### src/rtl/vector_sequencer_if.sv
// ---------------------------------------------------------------------------
// vector_sequencer_if
//
// Bundles the request, register-file and status signals of the vector
// sequencer so that the sequencer and its environment connect through a
// single port. Clock and reset stay outside the bundle.
//
// Signal summary:
//   start            request pulse, sampled by the sequencer only while idle
//   vop[1:0]         operation: 00 ADD, 01 SUB, 10 AND, 11 ORR
//   vd/va/vb[3:0]    base register numbers for destination, source A, source B
//   vlen[2:0]        element count
//   rd1/rd2[31:0]    register-file read data (combinational from ra1/ra2)
//   ra1/ra2[3:0]     register-file read addresses
//   wa3[3:0]         register-file write address
//   wd3[31:0]        register-file write data
//   we3              register-file write enable
//   busy             high whenever the sequencer is not idle
//   stall            copy of busy, freezes the scalar pipeline
//   done             one-cycle completion pulse
//   err              qualified by done; high means the request was rejected
//
// Modports:
//   master  environment side (request source plus register file)
//   slave   sequencer side
// ---------------------------------------------------------------------------
interface vector_sequencer_if;
  logic        start;
  logic [1:0]  vop;
  logic [3:0]  vd;
  logic [3:0]  va;
  logic [3:0]  vb;
  logic [2:0]  vlen;
  logic [31:0] rd1;
  logic [31:0] rd2;
  logic [3:0]  ra1;
  logic [3:0]  ra2;
  logic [3:0]  wa3;
  logic [31:0] wd3;
  logic        we3;
  logic        busy;
  logic        stall;
  logic        done;
  logic        err;

  modport master (
    output start, vop, vd, va, vb, vlen, rd1, rd2,
    input  ra1, ra2, wa3, wd3, we3, busy, stall, done, err
  );

  modport slave (
    input  start, vop, vd, va, vb, vlen, rd1, rd2,
    output ra1, ra2, wa3, wd3, we3, busy, stall, done, err
  );
endinterface

### src/rtl/vector_sequencer.sv
// ---------------------------------------------------------------------------
// vector_sequencer
//
// Executes one element-wise vector operation (ADD/SUB/AND/ORR) over a range
// of scalar registers by time-multiplexing the scalar register file: each
// element takes one READ cycle (both operands read, result captured) and one
// WRITE cycle (result written back). Element i is written before element i+1
// is read, so overlapping source/destination ranges see sequential semantics.
// Requests whose length or register ranges are illegal are rejected in the
// CHECK state without touching the register file.
//
// Ports:
//   clk     sole clock, all state changes on its rising edge
//   reset   asynchronous, active-high reset
//   bus     vector_sequencer_if.slave (request, register-file port, status)
//
// Parameters:
//   MAXLEN  maximum vector length in elements
//   NREG    number of addressable registers (R0..R(NREG-1))
// ---------------------------------------------------------------------------
module vector_sequencer #(
  parameter int MAXLEN = 5,
  parameter int NREG   = 15
) (
  input  logic              clk,
  input  logic              reset,
  vector_sequencer_if.slave bus
);

  typedef enum logic [2:0] {
    IDLE  = 3'd0,
    CHECK = 3'd1,
    READ  = 3'd2,
    WRITE = 3'd3,
    FIN   = 3'd4
  } state_t;

  // Highest register number a vector may touch.
  localparam logic [4:0] LAST_REG = 5'(NREG - 1);

  // Element-wise operation; ADD and SUB simply wrap modulo 2^32.
  function automatic logic [31:0] alu_op(input logic [1:0]  op,
                                         input logic [31:0] a,
                                         input logic [31:0] b);
    logic [31:0] r;
    case (op)
      2'b00:   r = a + b;
      2'b01:   r = a - b;
      2'b10:   r = a & b;
      2'b11:   r = a | b;
      default: r = 32'd0;
    endcase
    return r;
  endfunction

  // True when base+len-1 lands beyond the last register. Evaluated at 5 bits
  // so that a base near 15 cannot wrap back into range.
  function automatic logic range_over(input logic [3:0] base,
                                      input logic [2:0] len);
    logic [4:0] last_idx;
    last_idx = {1'b0, base} + {2'b00, len} - 5'd1;
    return (last_idx > LAST_REG);
  endfunction

  state_t      state_r;
  state_t      next_state_s;

  logic [1:0]  vop_r;
  logic [3:0]  vd_r;
  logic [3:0]  va_r;
  logic [3:0]  vb_r;
  logic [2:0]  vlen_r;

  logic [2:0]  i_r;
  logic [31:0] res_r;
  logic        bad_r;

  logic        bad_s;
  logic        last_elem_s;

  // Legality of the latched request; only consumed in CHECK.
  always_comb begin
    bad_s = (vlen_r == 3'd0)
          | ({29'd0, vlen_r} > 32'(MAXLEN))
          | range_over(vd_r, vlen_r)
          | range_over(va_r, vlen_r)
          | range_over(vb_r, vlen_r);
  end

  // The write of the final element is the one where i equals vlen-1.
  always_comb begin
    last_elem_s = (i_r == (vlen_r - 3'd1));
  end

  // State register.
  always_ff @(posedge clk or posedge reset) begin
    if (reset) begin
      state_r <= IDLE;
    end else begin
      state_r <= next_state_s;
    end
  end

  // Next-state decode.
  always_comb begin
    next_state_s = state_r;
    case (state_r)
      IDLE: begin
        if (bus.start) begin
          next_state_s = CHECK;
        end else begin
          next_state_s = IDLE;
        end
      end
      CHECK: begin
        if (bad_s) begin
          next_state_s = FIN;
        end else begin
          next_state_s = READ;
        end
      end
      READ: begin
        next_state_s = WRITE;
      end
      WRITE: begin
        if (last_elem_s) begin
          next_state_s = FIN;
        end else begin
          next_state_s = READ;
        end
      end
      FIN: begin
        next_state_s = IDLE;
      end
      default: begin
        next_state_s = IDLE;
      end
    endcase
  end

  // Request capture: fields are frozen at the accepting edge so later input
  // changes cannot disturb an operation in flight.
  always_ff @(posedge clk or posedge reset) begin
    if (reset) begin
      vop_r  <= 2'd0;
      vd_r   <= 4'd0;
      va_r   <= 4'd0;
      vb_r   <= 4'd0;
      vlen_r <= 3'd0;
    end else if ((state_r == IDLE) && bus.start) begin
      vop_r  <= bus.vop;
      vd_r   <= bus.vd;
      va_r   <= bus.va;
      vb_r   <= bus.vb;
      vlen_r <= bus.vlen;
    end
  end

  // Element counter, result register and reject flag.
  always_ff @(posedge clk or posedge reset) begin
    if (reset) begin
      i_r   <= 3'd0;
      res_r <= 32'd0;
      bad_r <= 1'b0;
    end else begin
      case (state_r)
        IDLE: begin
          if (bus.start) begin
            i_r <= 3'd0;
          end
        end
        CHECK: begin
          bad_r <= bad_s;
        end
        READ: begin
          res_r <= alu_op(vop_r, bus.rd1, bus.rd2);
        end
        WRITE: begin
          i_r <= i_r + 3'd1;
        end
        default: begin
          i_r <= i_r;
        end
      endcase
    end
  end

  // Output decode from the registered state; every bus output sits at zero
  // except in the state that owns it, which keeps the register file quiet
  // during CHECK/FIN and while idle.
  always_comb begin
    bus.ra1   = 4'd0;
    bus.ra2   = 4'd0;
    bus.wa3   = 4'd0;
    bus.wd3   = 32'd0;
    bus.we3   = 1'b0;
    bus.done  = 1'b0;
    bus.err   = 1'b0;
    bus.busy  = (state_r != IDLE);
    bus.stall = (state_r != IDLE);
    case (state_r)
      READ: begin
        bus.ra1 = va_r + {1'b0, i_r};
        bus.ra2 = vb_r + {1'b0, i_r};
      end
      WRITE: begin
        bus.we3 = 1'b1;
        bus.wa3 = vd_r + {1'b0, i_r};
        bus.wd3 = res_r;
      end
      FIN: begin
        bus.done = 1'b1;
        bus.err  = bad_r;
      end
      default: begin
        bus.we3 = 1'b0;
      end
    endcase
  end

endmodule

### src/flat_wrapper.sv
// flat-port wrapper written by rule: the top's interface ports become plain ports
module vector_sequencer_flat 
#(
  parameter int MAXLEN = 5,
  parameter int NREG   = 15
)
  (clk, reset, bus_start, bus_vop, bus_vd, bus_va, bus_vb, bus_vlen, bus_rd1, bus_rd2, bus_ra1, bus_ra2, bus_wa3, bus_wd3, bus_we3, bus_busy, bus_stall, bus_done, bus_err);
  vector_sequencer_if bus_i ();
  input  logic clk;
  input  logic reset;
  input wire logic [$bits(bus_i.start)-1:0] bus_start;
  input wire logic [$bits(bus_i.vop)-1:0] bus_vop;
  input wire logic [$bits(bus_i.vd)-1:0] bus_vd;
  input wire logic [$bits(bus_i.va)-1:0] bus_va;
  input wire logic [$bits(bus_i.vb)-1:0] bus_vb;
  input wire logic [$bits(bus_i.vlen)-1:0] bus_vlen;
  input wire logic [$bits(bus_i.rd1)-1:0] bus_rd1;
  input wire logic [$bits(bus_i.rd2)-1:0] bus_rd2;
  output wire logic [$bits(bus_i.ra1)-1:0] bus_ra1;
  output wire logic [$bits(bus_i.ra2)-1:0] bus_ra2;
  output wire logic [$bits(bus_i.wa3)-1:0] bus_wa3;
  output wire logic [$bits(bus_i.wd3)-1:0] bus_wd3;
  output wire logic [$bits(bus_i.we3)-1:0] bus_we3;
  output wire logic [$bits(bus_i.busy)-1:0] bus_busy;
  output wire logic [$bits(bus_i.stall)-1:0] bus_stall;
  output wire logic [$bits(bus_i.done)-1:0] bus_done;
  output wire logic [$bits(bus_i.err)-1:0] bus_err;
  assign bus_i.start = bus_start;
  assign bus_i.vop = bus_vop;
  assign bus_i.vd = bus_vd;
  assign bus_i.va = bus_va;
  assign bus_i.vb = bus_vb;
  assign bus_i.vlen = bus_vlen;
  assign bus_i.rd1 = bus_rd1;
  assign bus_i.rd2 = bus_rd2;
  assign bus_ra1 = bus_i.ra1;
  assign bus_ra2 = bus_i.ra2;
  assign bus_wa3 = bus_i.wa3;
  assign bus_wd3 = bus_i.wd3;
  assign bus_we3 = bus_i.we3;
  assign bus_busy = bus_i.busy;
  assign bus_stall = bus_i.stall;
  assign bus_done = bus_i.done;
  assign bus_err = bus_i.err;
  vector_sequencer #(.MAXLEN(MAXLEN), .NREG(NREG)) u_core (.clk(clk), .reset(reset), .bus(bus_i));
endmodule
### config.mk
export PLATFORM = sky130hd
export DESIGN_NAME = vector_sequencer_flat
export DESIGN_NICKNAME = d
export VERILOG_FILES = /design/src/rtl/vector_sequencer_if.sv /design/src/rtl/vector_sequencer.sv /design/src/flat_wrapper.sv
export SDC_FILE = /design/constraint.sdc
export NUM_CORES = 1
export LEC_CHECK = 0
export ABC_AREA = 1
export CORE_AREA = 2 2 195 101
export CTS_CLUSTER_DIAMETER = 100
export CTS_CLUSTER_SIZE = 40
export DETAILED_ROUTE_END_ITERATION = 10
export DIE_AREA = 0 0 197 103
export GPL_ROUTABILITY_DRIVEN = 0
export PLACE_DENSITY = 0.7
export SYNTH_ARGS = -nofsm -noshare
export SYNTH_HDL_FRONTEND = slang
export SYNTH_SLANG_ARGS = --single-unit
### constraint.sdc
create_clock -name clk -period 4.4 [get_ports clk]
set_input_delay 0.66 -clock clk [delete_from_list [all_inputs] [get_ports clk]]
set_output_delay 0.66 -clock clk [all_outputs]
set_load 0.01 [all_outputs]
==> results.cfg <==
[synthesis]
seq_area_frac_synth_pct = 19.2
yosysTopAreaCellShare_pct = 19.2
synth_mux_area_share_pct = 0
netlist_area_mm2 = 0.00731
synthMostInstantiatedCell = nand2_1
synth_xor_area_share_pct = 4.92
synth-edff-count = 0
synth-compound-area-share_pct = 14.7
ys_types = 56
ys_async_sr_fraction_pct = 100
synth_fa_ha_area_share_pct = 13.0
syn_area_per_cell_um2 = 6.26
synthSimpleGateAreaFrac_pct = 35.6
synthTopCellsByCount = 278 x nand2_1, 192 x inv_1, 183 x nor2_1
syn_nets = 1322
synth-seq-cells = 56
synthCells = 1167
yosysWarningCount = 0
synth_top_family_by_area = simple AND/OR/NAND/NOR gates
synth_ff_type = dfrtp_1
yosysTopAreaCell = dfrtp_1
synthTopCellsByArea = dfrtp_1 19%, nand2_1 14%, ha_1 11%, inv_1 9.9%, nor2_1 9.4%

[worst_setup_path]
worst-setup-path-type = in -> reg
crit_fanout = 5
critPathArrivalTime_ns = 4.26
worstSetupStartpoint = bus_rd2[0]
cp-start-kind = input port
r2r-start = u_core.vop_r[0]
cp.required_ns = 4.65
cp_slowest_cell = clkdlybuf4s50_1
critical_path.cell_chain = clkdlybuf4s50_1 -> inv_1 -> ha_1 -> nand3_2 -> nor2_4 -> nand3_4 -> nor3_4 -> a21oi_2 -> xor2_1 -> ha_1 -> nand2_1 -> nor2_1 -> nand2_1 -> nor2_1 -> nand2_1 -> nand4_1 -> nand3_1 -> a21boi_1
worstSetupEndpointType = flop
critPathBufInv = 2
path_common_cell = nand2_1
critical-path-max-stage-delay_ns = 0.47
cpLargestDelayFamily = simple AND/OR/NAND/NOR gates

[route]
final_antenna_net_count = 0
wirelength_um = 25900
viasPerCell = 5.27
wire_per_inst_um = 16.9
via_count = 8071
drc = 0
dr.first_iter.drc_count = 949
dr.pass1.iters = 5

[pwr]
vdd_ir_drop_max_mv = 0.228
powerDensity_mw_per_mm2 = 565
p_leak_nw = 4.61

[finish]
fin_area_mm2 = 0.00898
n_antenna_cell = 0
nets = 1439
synthToLayoutAreaGrowth_pct = 22.9
drive_gt1_share_pct = 5.53

[global_route]
grt_antenna_before_repair = 1
grt_pass1_wl_um = 39800
grt_pass1_vias = 7135
gr-total-overflow = 0
grt_usage_pct = 25.8
grt_max_degree = 59

[timing]
rsz0062_at_grt = no
tightest_slew_ns = 0.873
setup-tns-final_ns = 0
slew_violations = 0
min_period_ns = 4.00
clock.fmax_mhz = 250
hold_violations = 0
slew_headroom_pct = 41.8
skew_ns = 0.0135
period_share_pct = 91.0
setup_viol = 0

[place]
place_hpwl_um = 21100
io_buffers = 132
dpl_cell_area_mm2 = 0.00883

[min_path]
holdCritPathClass = reg -> reg
hp-start = u_core.res_r[8]

[clock_tree]
clock_sinks = 56
clock_latency_ns = 0.32
cts_resized = 0
ctsRootBufferMaster = clkbuf_16
post_cts_buffers = 0
cts_tree = built
clk_pin_slew_worst_paths_ns = 0.09
numCtsBuffers = 5
h-tree-depth = 2
ctsHoldBuffers = 0
cts_buffer_depth = 2

[die]
dieArea_mm2 = 0.0203
start_util_pct = 38.8
fp.dieW_um = 197
ios = 133
core_area_mm2 = 0.0188
rows = 36
die_y_um = 103

[run_status]
outcome = completed

[flow_run]
drv_cap = 0
-- per-layer routing --
layer  track usage [%]  up-vias  share of wire [%]
li1                  -     3954                  -
met1              41.1     3700                 51
met2              33.9      406                 36
met3              7.49        9                 13
met4              2.60        2               0.34
met5                 0        -              0.046
-- worst reg2reg max path: stages (launching register included) --
cell	delay, ns
dfrtp_1	0.70
inv_4	0.18
nor2_4	0.13
buf_4	0.31
nor2_1	0.15
nor2_1	0.19
o21ai_0	0.15
xor2_1	0.17
ha_1	0.35
nand2_1	0.15
inv_1	0.06
nand2_1	0.07
nand3_1	0.17
a21oi_1	0.17
nand2_1	0.21
nand2_1	0.18
nand2_1	0.07
nand2_1	0.06
nand3_1	0.06
a21boi_1	0.15
-- cell type report --
cell class                      count  area, µm²
Fill cell                        2031       9850
Sequential cell                    56       1400
Clock buffer                        5        125
Timing Repair Buffer              138       1370
Inverter                          205        772
Clock inverter                      3       26.3
Multi-Input combinational cell    878       4980
Tap cell                          247        309
-- cells in the final DEF (no fill, tap or decap), types with 7 or more instances in the layout --
master	n
nand2_1	278
inv_1	191
nor2_1	183
clkdlybuf4s50_1	132
nand3_1	65
ha_1	64
a21oi_1	61
dfrtp_1	56
xor2_1	27
o21ai_0	23
a311oi_1	16
xnor2_1	14
inv_2	13
a22oi_1	12
a31oi_1	9
a21boi_1	9
nor3_1	8
nor2_2	8
nand3b_1	8
a211oi_1	7
or2_2	7
o21ai_1	7
fa_1	7
-- where the power goes --
group          internal (mW)  switching (mW)
logic                   1.34            2.39
clock network          0.218           0.235
registers              0.747           0.150
-- path summary, 6_finish.rpt --
path / end / slack [ns] / cells after the start
setup / recovery: u_core.res_r[24] / 0.40 / 18
hold / removal: u_core.res_r[8] / 0.52 / 2
setup reg to reg: u_core.res_r[30] / 0.64 / 19
hold reg to reg: u_core.res_r[8] / 0.52 / 2
max in group asynchronous: u_core.res_r[7] / 2.72 / 3
min in group asynchronous: u_core.res_r[29] / 0.83 / 2
-- registers in the layout, indices dropped and copies added, names as in the netlist, 2 cells and up --
name	count
u_core.res_r	32
u_core.va_r	4
u_core.vlen_r	3
u_core.vb_r	4
u_core.vop_r	2
u_core.vd_r	4
u_core.state_r	3
u_core.i_r	3
-- cells by family after synthesis --
family | count (synthesis)
fa+ha+maj | 72
buf+inv | 233
xor+xnor | 41
flops | 56
compound gates | 168
simple gates | 597
-- metrics by stage --
step / instances / hold slack [ns] / power (mW) / utilization [%] / setup WS [ns]
detailed placement: 1524 / 0.509 / 4.53 / 46.9 / 0.248
global placement: 1524 / 0.502 / 4.44 / 46.9 / 0.289
finish: 1532 / 0.518 / 5.08 / 47.7 / 0.397
floorplan: 1167 / 0.486 / 3.49 / - / 1.42
global route: 1532 / 0.543 / 5.57 / 47.7 / 0.200
CTS: 1532 / 0.524 / 5.00 / 47.7 / 0.584
Power figures use the tool's default switching activity.
